[src/rtl/pipelined_alu_if.sv]
// Request/response bundle for pipelined_alu.
// The master drives requests and consumes results; the slave is the ALU itself.
interface pipelined_alu_if #(
  parameter int WIDTH = 4
);
  localparam int SHAMT_W = $clog2(WIDTH);

  logic               in_valid;
  logic               in_ready;
  logic [2:0]         sel;
  logic [WIDTH-1:0]   rs;
  logic [WIDTH-1:0]   rt;
  logic [SHAMT_W-1:0] shamt;
  logic               out_valid;
  logic               out_ready;
  logic [WIDTH-1:0]   rd;
  logic               carry;
  logic               zero;

  modport master (
    output in_valid, sel, rs, rt, shamt, out_ready,
    input  in_ready, out_valid, rd, carry, zero
  );

  modport slave (
    input  in_valid, sel, rs, rt, shamt, out_ready,
    output in_ready, out_valid, rd, carry, zero
  );
endinterface

[src/rtl/pipelined_alu.sv]
// Small ALU with valid/ready on both sides.
// Most opcodes finish in one cycle; ASR and ROL with a non-zero distance walk
// through a SHIFT state doing one single-bit step per cycle.
module pipelined_alu #(
  parameter int WIDTH = 4
) (
  input  logic             clk,
  input  logic             rst_n,
  pipelined_alu_if.slave   bus,
  output logic             busy
);
  localparam int SHAMT_W = $clog2(WIDTH);

  localparam logic [2:0] OP_SUB = 3'b000;
  localparam logic [2:0] OP_ADD = 3'b001;
  localparam logic [2:0] OP_AND = 3'b010;
  localparam logic [2:0] OP_OR  = 3'b011;
  localparam logic [2:0] OP_ASR = 3'b100;
  localparam logic [2:0] OP_ROL = 3'b101;
  localparam logic [2:0] OP_LT  = 3'b110;
  localparam logic [2:0] OP_EQ  = 3'b111;

  typedef enum logic {
    IDLE  = 1'b0,
    SHIFT = 1'b1
  } state_t;

  state_t             state_q, state_d;
  logic [SHAMT_W-1:0] cnt_q, cnt_d;
  logic [WIDTH-1:0]   work_q, work_d;
  logic               rol_q, rol_d;
  logic [WIDTH-1:0]   rd_q, rd_d;
  logic               carry_q, carry_d;
  logic               zero_q, zero_d;
  logic               out_valid_q, out_valid_d;

  logic               accept;
  logic               is_multi;
  logic [WIDTH-1:0]   alu_res;
  logic               alu_carry;
  logic [WIDTH:0]     sum_ext;
  logic [WIDTH:0]     diff_ext;
  logic [WIDTH-1:0]   step;

  assign bus.in_ready  = (state_q == IDLE) && (!out_valid_q || bus.out_ready);
  assign accept        = bus.in_valid && bus.in_ready;
  assign bus.out_valid = out_valid_q;
  assign bus.rd        = rd_q;
  assign bus.carry     = carry_q;
  assign bus.zero      = zero_q;
  assign busy          = (state_q == SHIFT);

  // Single-cycle result for the current request; shift ops with distance 0 pass the operand through.
  always_comb begin
    sum_ext   = {1'b0, bus.rs} + {1'b0, bus.rt};
    diff_ext  = {1'b0, bus.rs} - {1'b0, bus.rt};
    alu_res   = '0;
    alu_carry = 1'b0;
    is_multi  = ((bus.sel == OP_ASR) || (bus.sel == OP_ROL)) && (bus.shamt != '0);
    case (bus.sel)
      OP_SUB: begin
        alu_res   = diff_ext[WIDTH-1:0];
        alu_carry = diff_ext[WIDTH];
      end
      OP_ADD: begin
        alu_res   = sum_ext[WIDTH-1:0];
        alu_carry = sum_ext[WIDTH];
      end
      OP_AND: alu_res = bus.rs & bus.rt;
      OP_OR:  alu_res = bus.rs | bus.rt;
      OP_ASR: alu_res = bus.rt;
      OP_ROL: alu_res = bus.rs;
      OP_LT:  alu_res = {{(WIDTH-2){1'b1}}, 1'b0, (bus.rs < bus.rt)};
      OP_EQ:  alu_res = {{(WIDTH-1){1'b1}}, (bus.rs == bus.rt)};
      default: alu_res = '0;
    endcase
  end

  // Next-state logic: accept in IDLE, step the shifter in SHIFT, and retire results.
  always_comb begin
    state_d     = state_q;
    cnt_d       = cnt_q;
    work_d      = work_q;
    rol_d       = rol_q;
    rd_d        = rd_q;
    carry_d     = carry_q;
    zero_d      = zero_q;
    out_valid_d = out_valid_q && !bus.out_ready;
    step        = rol_q ? {work_q[WIDTH-2:0], work_q[WIDTH-1]}
                        : {work_q[WIDTH-1], work_q[WIDTH-1:1]};
    case (state_q)
      IDLE: begin
        if (accept) begin
          if (is_multi) begin
            state_d = SHIFT;
            cnt_d   = bus.shamt;
            work_d  = (bus.sel == OP_ASR) ? bus.rt : bus.rs;
            rol_d   = (bus.sel == OP_ROL);
          end else begin
            rd_d        = alu_res;
            carry_d     = alu_carry;
            zero_d      = (alu_res == '0);
            out_valid_d = 1'b1;
          end
        end
      end
      SHIFT: begin
        cnt_d  = cnt_q - SHAMT_W'(1);
        work_d = step;
        if (cnt_q == SHAMT_W'(1)) begin
          state_d     = IDLE;
          rd_d        = step;
          carry_d     = 1'b0;
          zero_d      = (step == '0);
          out_valid_d = 1'b1;
        end
      end
      default: state_d = IDLE;
    endcase
  end

  // State and result registers; reset aborts any shift in progress.
  always_ff @(posedge clk or negedge rst_n) begin
    if (!rst_n) begin
      state_q     <= IDLE;
      cnt_q       <= '0;
      work_q      <= '0;
      rol_q       <= 1'b0;
      rd_q        <= '0;
      carry_q     <= 1'b0;
      zero_q      <= 1'b0;
      out_valid_q <= 1'b0;
    end else begin
      state_q     <= state_d;
      cnt_q       <= cnt_d;
      work_q      <= work_d;
      rol_q       <= rol_d;
      rd_q        <= rd_d;
      carry_q     <= carry_d;
      zero_q      <= zero_d;
      out_valid_q <= out_valid_d;
    end
  end
endmodule

[src/flat_wrapper.sv]
// flat-port wrapper written by rule: the top's interface ports become plain ports
module pipelined_alu_flat 
#(
  parameter int WIDTH = 4
)
  (clk, rst_n, busy, bus_in_valid, bus_sel, bus_rs, bus_rt, bus_shamt, bus_out_ready, bus_in_ready, bus_out_valid, bus_rd, bus_carry, bus_zero);
  pipelined_alu_if #(.WIDTH(WIDTH)) bus_i ();
  input  logic clk;
  input  logic rst_n;
  output logic busy;
  input wire logic [$bits(bus_i.in_valid)-1:0] bus_in_valid;
  input wire logic [$bits(bus_i.sel)-1:0] bus_sel;
  input wire logic [$bits(bus_i.rs)-1:0] bus_rs;
  input wire logic [$bits(bus_i.rt)-1:0] bus_rt;
  input wire logic [$bits(bus_i.shamt)-1:0] bus_shamt;
  input wire logic [$bits(bus_i.out_ready)-1:0] bus_out_ready;
  output wire logic [$bits(bus_i.in_ready)-1:0] bus_in_ready;
  output wire logic [$bits(bus_i.out_valid)-1:0] bus_out_valid;
  output wire logic [$bits(bus_i.rd)-1:0] bus_rd;
  output wire logic [$bits(bus_i.carry)-1:0] bus_carry;
  output wire logic [$bits(bus_i.zero)-1:0] bus_zero;
  assign bus_i.in_valid = bus_in_valid;
  assign bus_i.sel = bus_sel;
  assign bus_i.rs = bus_rs;
  assign bus_i.rt = bus_rt;
  assign bus_i.shamt = bus_shamt;
  assign bus_i.out_ready = bus_out_ready;
  assign bus_in_ready = bus_i.in_ready;
  assign bus_out_valid = bus_i.out_valid;
  assign bus_rd = bus_i.rd;
  assign bus_carry = bus_i.carry;
  assign bus_zero = bus_i.zero;
  pipelined_alu #(.WIDTH(WIDTH)) u_core (.clk(clk), .rst_n(rst_n), .bus(bus_i), .busy(busy));
endmodule
[config.mk]
export PLATFORM = sky130hd
export DESIGN_NAME = pipelined_alu_flat
export DESIGN_NICKNAME = d
export VERILOG_FILES = /design/src/rtl/pipelined_alu_if.sv /design/src/rtl/pipelined_alu.sv /design/src/flat_wrapper.sv
export SDC_FILE = /design/constraint.sdc
export NUM_CORES = 1
export LEC_CHECK = 0
export CAP_MARGIN = 20
export CORE_MARGIN = 1
export CORE_UTILIZATION = 50
export CTS_BUF_LIST = sky130_fd_sc_hd__clkbuf_4
export DETAILED_ROUTE_END_ITERATION = 10
export GPL_TIMING_DRIVEN = 0
export HOLD_SLACK_MARGIN = 0.15
export PLACE_DENSITY = 0.79
export SYNTH_ARGS = -nofsm -noshare
export SYNTH_HDL_FRONTEND = slang
export SYNTH_SLANG_ARGS = --single-unit
[constraint.sdc]
create_clock -name clk -period 2.21 [get_ports clk]
set_input_delay 0.221 -clock clk [delete_from_list [all_inputs] [get_ports clk]]
set_output_delay 0.221 -clock clk [all_outputs]
set_load 0.02 [all_outputs]
==> impl_metrics.yaml, run 1 <==
global_routing:
  track_usage_pct: 24.9
  grt-ovfl-total: 0
  antenna_found_initial: 0
  grt_first_pass_wirelength_mm: 6.29
  grt_pass1_vias: 1388
  grt_max_degree: 16
detailed_routing:
  dr.first_iter.drc_count: 77
  routedWlPerCell_um: 15.2
  first_pass_iters: 4
  post_drt_via_cell_ratio: 5.82
  ant_nets: 0
  remaining_drc_errors: 0
  wirelength_mm: 3.58
  drt-met1-wl_mm: 1.56
  dr.max_layer_used: "met4"
  wl_met3_um: 131
  dr_wl_met2_mm: 1.82
  num_vias: 1374
hold_path:
  worstHoldPathType: "input port to asynchronous set/reset pin"
synthesis:
  yosysTopAreaCell: "dfrtp_1"
  syn-num-nets: 210
  synth_ff_type: "dfrtp_1"
  ys_warn_count: 0
  yosys-top-cells-area: "dfrtp_1, ha_1, mux2i_1"
  syn_area_um2: 1480
  ys_ff_latch: 15
  synth_top_area_share_pct: 25.3
  ys_seq_area_share_pct: 25.3
  yosysUniqueCellTypes: 47
  yosysMostFrequentCell: "nand2_1"
  avgSynthCellArea_um2: 8.33
  netlist_instances: 178
  synth_common_cells: "nand2_1, dfrtp_1, ha_1, inv_1, o21ai_0"
  synth_edf_count: 0
  async_flop_share_pct: 100
placement:
  dp_hpwl_mm: 2.83
  numPortBuffers: 24
  place_congestion: 0.887
  dpl_worst_slack_ps: -343
pwr:
  leakage_uw: 0.000842
  p_per_area_nw_per_um2: 852
  ir_drop_mv: 0.726
  p_total_uw: 1550
final_layout:
  drive_above_1_share_pct: 9.76
  syn_to_final_growth_pct: 22.5
  nets: 238
  n_fill_cell: 243
  regArea_um2: 375
  multi_input_area_um2: 1020
  antennaDiodeCount: 0
timing:
  setup_ws_ps: 81.7
  skew_ps: 7.59
  fin_crit_sh_pct: 96.3
  rsz0062_at_grt: "false"
  drv_slew: 0
  finalSetupViolations: 0
  max_freq_mhz: 470
  relSlewSlack_pct: 54.7
  finalHoldViolCount: 0
  hold_slack_ps: 345
  worst_pin_slew_ps: 678
  period_minus_slack_ps: 2130
cts:
  h-tree-depth: 1
  cts.clk_slew.worst_paths_ps: 90
  cts_tree: "done"
  hold_buffers: 0
  clockBufferDepth: 2
  cts.sinks: 15
  numCtsBuffers: 3
  insertion_delay_ps: 280
  clockRootBuffer: "clkbuf_4"
die:
  coreArea_um2: 2780
  initial_core_util_pct: 53.3
  core.rowCount: 19
  ios: 26
  die-area_um2: 3190
  die_h_um: 56.5
  die_width_um: 56.5
setup_path:
  critPathLaunchType: "input port"
  crit_start: "bus_rs[1]"
  cp.required_ps: 2380
  endpoint_kind: "flop"
  r2r_start: "u_core.busy$_DFF_PN0_"
  path_class: "input port to flop"
  crit_path_max_fanout: 6
  arrival_ps: 2290
flow_run:
  max_cap_viol_count: 0
outcome:
  outcome: "complete, no violations"
cell usage in the layout (no fill, tap or decap), types with 2 or more instances in the layout:
cell / n
mux2i_1: 9
nand4_1: 4
nor2b_1: 6
mux2_2: 3
inv_1: 12
nor2_1: 9
nand2b_1: 5
clkdlybuf4s50_1: 22
o21a_1: 3
buf_6: 2
a21oi_1: 9
clkbuf_4: 4
nand3_1: 4
dlymetal6s2s_1: 2
clkbuf_1: 6
or3b_1: 2
xor2_1: 2
nand2_1: 21
a21o_1: 3
dfrtp_1: 15
ha_1: 12
o21ai_0: 10
or2_1: 2
a211oi_1: 2
o21ai_1: 3
o211ai_1: 5
buf_2: 2
sequential cells by signal, summed over array words and instances (netlist names):
name / cells
u_core.bus.rd: 4
u_core.work_q: 4
u_core.cnt_q: 2
u_core.bus.carry: 1
u_core.bus.out_valid: 1
u_core.bus.zero: 1
u_core.busy: 1
u_core.rol_q: 1
per-stage QoR:
step	TNS, ps	instance area, um^2	util, %	cells
floorplan	0	1480	-	178
global placement	-808	1760	63.3	233
detailed placement	-837	1760	63.3	233
CTS	0	1800	64.7	237
global route	0	1820	65.3	236
finish	0	1820	65.3	236
per-layer routing:
metal / vias to the layer above / track usage [%]
met5: - / 0
met4: 0 / 7.67
met3: 8 / 2.53
met2: 38 / 44.4
met1: 651 / 31.5
li1: 677 / -
path summary, 6_finish.rpt:
path / to / slack (ps) / depth (start not counted)
min in group clk: u_core.work_q[0]$_DFFE_PN0P_ / 490 / 5
hold reg to reg: u_core.bus.carry$_DFFE_PN0P_ / 500 / 2
setup reg to reg: u_core.bus.zero$_DFFE_PN0P_ / 450 / 5
hold / removal: u_core.busy$_DFF_PN0_ / 340 / 1
setup / recovery: u_core.bus.rd[2]$_DFFE_PN0P_ / 80 / 6
max in group asynchronous: u_core.bus.rd[0]$_DFFE_PN0P_ / 1430 / 1
critical path, cell delays in order:
cell	delay (ps)
clkdlybuf4s50_1	550
fa_1	490
xor2_1	180
o311a_1	380
a21bo_1	220
mux2_2	260
area by class of cell:
cell class	instances	share of cell area (%)
clock buffers	4	1.65
multi-input cells	138	56.1
well taps	31	2.13
repair buffers	24	13.5
inverters	14	2.89
plain buffers	10	3.03
flip-flops and latches	15	20.7
power by group:
| part | total (uW) | internal, uW | leakage (uW) | switching, uW |
|---|---|---|---|---|
| clock | 169 | 82.2 | 0.0000184 | 86.9 |
| combinational | 879 | 414 | 0.000637 | 464 |
| sequential | 501 | 399 | 0.000187 | 101 |
cell families (layout without fill, tap and decap cells):
| logic type | count (synthesis) | after routing | share of synthesized area, % |
|---|---|---|---|
| simple gates | 61 | 61 | 21.6 |
| compound gates | 48 | 48 | 22.4 |
| buf+inv | 25 | 52 | 7.51 |
| fa+ha+maj | 15 | 15 | 13.7 |
| flops | 15 | 15 | 25.3 |
| mux | 12 | 12 | 8.35 |
| xor+xnor | 2 | 2 | 1.18 |
what timing repair did:
action                     4_1_cts  5_1_grt
pin swaps                        0        2
buffers inserted                 0        0
gates resized for setup          3        5
setup endpoints to repair        2        3
(Power assumes the default switching activity.)
==> inputs of run 2 (changes only) <==
ABC_AREA = 1   (was unset)
CORE_MARGIN = unset   (was 1)
==> run 2 against run 1 <==
Against the previous run: maximum frequency rose by 9.6%; sequential cell count stayed put; clock skew down 6.1 ps; cell count rose by 22%; global-route usage shrank 0.47 points; non-clock buffer count fell by 5; clock power barely moved; power rose by 2.6%; via count rose by 10%; register-to-register slack improved by 180 ps; critical path type unchanged; critical endpoint is now u_core.bus.carry$_DFFE_PN0P_.
==> impl_metrics.yaml, run 2 <==
global_routing:
  grt-ovfl-total: 0
  grt_pass1_vias: 1465
  grt_max_degree: 16
  grt_first_pass_wirelength_mm: 6.05
  track_usage_pct: 24.5
  antenna_found_initial: 0
timing:
  setup_tns_ps: 0
  worst_pin_slew_ps: 689
  fin_crit_sh_pct: 87.9
  period_minus_slack_ps: 1940
  rsz0062_at_grt: "false"
  max_freq_mhz: 515
  relSlewSlack_pct: 53.9
  finalSetupViolations: 0
  drv_slew: 0
  skew_ps: 1.48
  finalHoldViolCount: 0
pwr:
  p_per_area_nw_per_um2: 895
  leakage_uw: 0.000979
  ir_drop_mv: 0.917
  p_total_uw: 1590
cts:
  hold_buffers: 0
  post_cts_buffers: 0
  cts.sinks: 15
  cts.clk_slew.worst_paths_ps: 80
  cts_resized: 0
  clockBufferDepth: 2
  cts_tree: "done"
  clockRootBuffer: "clkbuf_4"
  numCtsBuffers: 3
  h-tree-depth: 1
  insertion_delay_ps: 290
final_layout:
  syn_to_final_growth_pct: 21.9
  nets: 289
  antennaDiodeCount: 0
  n_fill_cell: 267
  multi_input_area_um2: 898
  design_area_um2: 1770
  mostFrequentLayoutCells: "nand2_1, inv_1, nor2_1"
  final_common_cell: "nand2_1"
  drive_above_1_share_pct: 5.08
  regArea_um2: 375
synthesis:
  syn-num-nets: 259
  avgSynthCellArea_um2: 6.41
  yosys-top-cells-area: "dfrtp_1, nand2_1, ha_1"
  ys_ff_latch: 15
  ys_seq_area_share_pct: 25.8
  async_flop_share_pct: 100
  yosysMostFrequentCell: "nand2_1"
  synth_edf_count: 0
  netlist_instances: 227
  syn_area_um2: 1460
  yosysTopAreaCell: "dfrtp_1"
  synth_top_area_share_pct: 25.8
  yosysUniqueCellTypes: 26
  ys_warn_count: 0
  synth_common_cells: "nand2_1, inv_1, nor2_1, nand3_1, dfrtp_1"
  synth_ff_type: "dfrtp_1"
die:
  die_width_um: 55.9
  die_h_um: 55.9
  coreArea_um2: 2760
  ios: 26
  core.rowCount: 19
  initial_core_util_pct: 52.8
  die-area_um2: 3130
placement:
  numPortBuffers: 25
  place_congestion: 0.917
  dpl_cell_area_um2: 1740
  dp_hpwl_mm: 2.78
setup_path:
  cp.required_ps: 2440
  crit_path_cell_trace: "clkdlybuf4s50_1, inv_1, ha_1, inv_1, fa_1, inv_1, nor2_1, nor2_1, nor2_1, o31ai_1, nand3_1, nand2_1"
  max_stage_delay_ps: 440
  path_class: "input port to flop"
  critPathLaunchType: "input port"
  critPathSlowestCell: "clkdlybuf4s50_1"
  endpoint_kind: "flop"
  arrival_ps: 2170
  crit_path_max_fanout: 3
flow_run:
  max_cap_viol_count: 0
detailed_routing:
  post_drt_via_cell_ratio: 5.28
  wirelength_mm: 3.51
  remaining_drc_errors: 0
  dr.first_iter.drc_count: 67
  routedWlPerCell_um: 12.2
  first_pass_iters: 5
  num_vias: 1514
  ant_nets: 0
outcome:
  outcome: "complete, no violations"
hold_path:
  worstHoldPathType: "input port to asynchronous set/reset pin"
run 2: changes by cell type after synthesis, sizes merged, moves of 5 or more:
| cell | delta |
|---|---|
| clkbuf | -7 |
| inv | +27 |
| mux2i | -9 |
| nand2 | +38 |
| nand2b | -5 |
| nand3 | +18 |
| nand4 | +5 |
| nor2 | +22 |
| nor2b | -6 |
run 2: cells by family after synthesis:
family / Yosys count / share of synthesized area (%)
fa+ha+maj: 15 / 13.9
compound gates: 28 / 11.1
buf+inv: 44 / 12.5
flops: 15 / 25.8
simple gates: 125 / 36.7
run 2: worst max-delay path: cells and delay by family:
family	cells	cell delay, ps
buffers and inverters	4	690
adders and majority gates	2	550
and+or+nand+nor	5	400
AOI/OAI and AO/OA	1	320
run 2: path summary, 6_finish.rpt:
kind                                                 to  slack, ps  cells past startpoint                    startpoint
max                        u_core.bus.carry$_DFFE_PN0P_        270                     12                     bus_rs[0]
min                        u_core.work_q[0]$_DFFE_PN0P_        340                      1                         rst_n
max reg2reg                 u_core.cnt_q[1]$_DFFE_PN0P_        630                      7         u_core.busy$_DFF_PN0_
min reg2reg                u_core.bus.rd[2]$_DFFE_PN0P_        490                      2  u_core.bus.rd[2]$_DFFE_PN0P_
max in group asynchronous  u_core.bus.rd[3]$_DFFE_PN0P_       1430                      1                         rst_n
min in group clk           u_core.bus.rd[2]$_DFFE_PN0P_        490                      2  u_core.bus.rd[2]$_DFFE_PN0P_
run 2: final cells by class:
class / count / area share, %
repair buffers: 25 / 14.1
multi-input cells: 168 / 50.6
inverters: 40 / 8.46
flip-flops and latches: 15 / 21.2
clock buffers: 4 / 1.69
well taps: 31 / 2.19
plain buffers: 4 / 1.76
run 2: where the power goes:
group | leakage [uW] | internal, uW | switching, uW | total (uW)
sequential | 0.000186 | 405 | 78.2 | 484
combinational | 0.000775 | 397 | 538 | 935
clock | 0.0000184 | 82.6 | 87.9 | 170
run 2: metrics by stage:
step / worst slack, ps / cells / hold WS [ps] / utilization [%]
2_1_floorplan: 562 / 227 / -74.6 / -
3_3_place_gp: 24.7 / 283 / 467 / 63.2
3_5_place_dp: 3.40 / 283 / 469 / 63.2
4_1_cts: 312 / 287 / 365 / 64.3
5_1_grt: 93.6 / 287 / 394 / 64.3
6_report: 268 / 287 / 342 / 64.3
run 2: routing by layer:
layer | wire, um | vias to the layer above | track usage (%)
li1 | - | 785 | -
met1 | 1550 | 675 | 30.3
met2 | 1720 | 49 | 43.0
met3 | 186 | 5 | 2.56
met4 | 51 | 0 | 10.8
met5 | 0 | - | 0
==> inputs of run 3 (changes only) <==
SETUP_SLACK_MARGIN = 0.2   (was unset)
==> run 3 against run 2 <==
Against the previous run: utilization up 0.86 points; sequential cell count unchanged; design area up 1.3%; highest routed layer unchanged; critical path depth down 2; global-route usage unchanged; critical endpoint is now u_core.bus.zero$_DFFE_PN0P_; die area unchanged; maximum frequency up 5.5%; cell count unchanged; non-clock buffer count unchanged; register-to-register slack better by 20 ps; clock skew up 1.2 ps; worst setup slack better by 100 ps.
==> impl_metrics.yaml, run 3 (synthesized netlist as in run 2, its figures left out) <==
timing:
  finalHoldViolCount: 0
  worst_pin_slew_ps: 687
  period_minus_slack_ps: 1840
  fin_crit_sh_pct: 83.3
  max_freq_mhz: 543
  relSlewSlack_pct: 54.0
  finalSetupViolations: 0
  skew_ps: 2.73
  rsz0062_at_grt: "false"
  drv_slew: 0
  setup_tns_ps: 0
outcome:
  outcome: "complete, no violations"
global_routing:
  grt-ovfl-total: 0
  track_usage_pct: 24.5
  grt_first_pass_wirelength_mm: 6.05
  grt_max_degree: 16
  antenna_found_initial: 0
  grt_pass1_vias: 1465
cts:
  insertion_delay_ps: 290
  cts.clk_slew.worst_paths_ps: 90
  cts.sinks: 15
  numCtsBuffers: 3
  h-tree-depth: 1
  clockBufferDepth: 2
  clockRootBuffer: "clkbuf_4"
  cts_tree: "done"
  hold_buffers: 0
pwr:
  combPwrFrac_pct: 59.4
  p_total_uw: 1610
  sw_frac_of_total_pct: 44.5
  intPower_uw: 893
  p_sw_uw: 715
  clkPwrFrac_pct: 10.6
  ir_drop_mv: 0.920
  leakage_uw: 0.00100
  p_per_area_nw_per_um2: 895
  pwr-share-seq_pct: 30.0
setup_path:
  cp.required_ps: 2430
  critPathLaunchType: "input port"
  endpoint_kind: "flop"
  r2r_start: "u_core.busy$_DFF_PN0_"
  arrival_ps: 2070
  path_class: "input port to flop"
  worstReg2RegEnd: "u_core.cnt_q[1]$_DFFE_PN0P_"
  reg2reg_depth: 7
  crit_path_max_fanout: 4
  r2r_slack_ps: 650
final_layout:
  antennaDiodeCount: 0
  mostFrequentLayoutCells: "nand2_1, inv_1, nor2_1"
  nets: 289
  final_common_cell: "nand2_1"
  drive_above_1_share_pct: 7.03
  syn_to_final_growth_pct: 23.6
die:
  die_h_um: 55.9
  coreArea_um2: 2760
  die-area_um2: 3130
  die_width_um: 55.9
  ios: 26
  core.rowCount: 19
  initial_core_util_pct: 52.8
detailed_routing:
  remaining_drc_errors: 0
  num_vias: 1534
  ant_nets: 0
  post_drt_via_cell_ratio: 5.34
  routedWlPerCell_um: 12.5
  first_pass_iters: 5
  dr.first_iter.drc_count: 84
  wirelength_mm: 3.59
hold_path:
  worstHoldPathType: "input port to asynchronous set/reset pin"
placement:
  numPortBuffers: 25
  place_congestion: 0.917
  dp_hpwl_mm: 2.78
flow_run:
  max_cap_viol_count: 0
## run 3: per-layer routing
metal	GRT usage [%]	wire, um	vias up
met3	2.56	219	8
met2	43.0	1760	61
li1	-	-	786
met5	0	0	-
met1	30.3	1540	679
met4	10.8	72	0
## run 3: critical path: stages
cell and delay, ps:
clkdlybuf4s50_1 530, ha_2 240, fa_1 410, inv_1 70
nor2_1 50, nor2_1 120, nand3_2 100, nor2_2 110
nand3_1 90, a21oi_2 120
## run 3: cell type report
class | instances | area [um^2]
Sequential cell | 15 | 375
Clock buffer | 4 | 30.0
Buffer | 4 | 31.3
Fill cell | 264 | 960
Inverter | 40 | 150
Tap cell | 31 | 38.8
Timing Repair Buffer | 25 | 255
Multi-Input combinational cell | 168 | 917
## run 3: how the worst max path moves through the flow
stage | slack (ps) | end | cells after the start | from
after floorplan | 560 | u_core.cnt_q[1]$_DFFE_PN0P_ | 7 | u_core.busy$_DFF_PN0_
final | 370 | u_core.bus.zero$_DFFE_PN0P_ | 10 | bus_rt[0]
after CTS | 310 | u_core.bus.rd[2]$_DFFE_PN0P_ | 11 | bus_rt[0]
after global placement | 20 | u_core.bus.rd[2]$_DFFE_PN0P_ | 11 | bus_rt[0]
after global routing | 210 | u_core.bus.zero$_DFFE_PN0P_ | 12 | bus_rt[0]
after detailed placement | 3 | u_core.bus.zero$_DFFE_PN0P_ | 12 | bus_rs[0]
## run 3: power groups by stage
stage          combinational (uW)  clock (uW)  sequential, uW
6_report                      955         171             483
5_1_grt                      1080         187             503
4_1_cts                       939         174             484
3_5_place_dp                  939           0             489
3_3_place_gp                  927           0             487
2_1_floorplan                 537           0             559
## run 3: repair_timing
item                                   in CTS  in global routing
endpoints found under the hold margin       0                  0
setup endpoints to repair                   0                  4
setup buffers                               0                  0
resized for setup                           0                  8
## run 3: per-stage QoR
step           util, %  setup WS (ps)  instances  hold WS, ps  area (um^2)
2_1_floorplan        -            562        227        -74.6         1460
4_1_cts           64.3            312        287          365         1770
3_3_place_gp      63.2           24.7        283          467         1740
5_1_grt           65.2            210        287          394         1800
6_report          65.2            369        287          340         1800
3_5_place_dp      63.2           3.40        283          469         1740
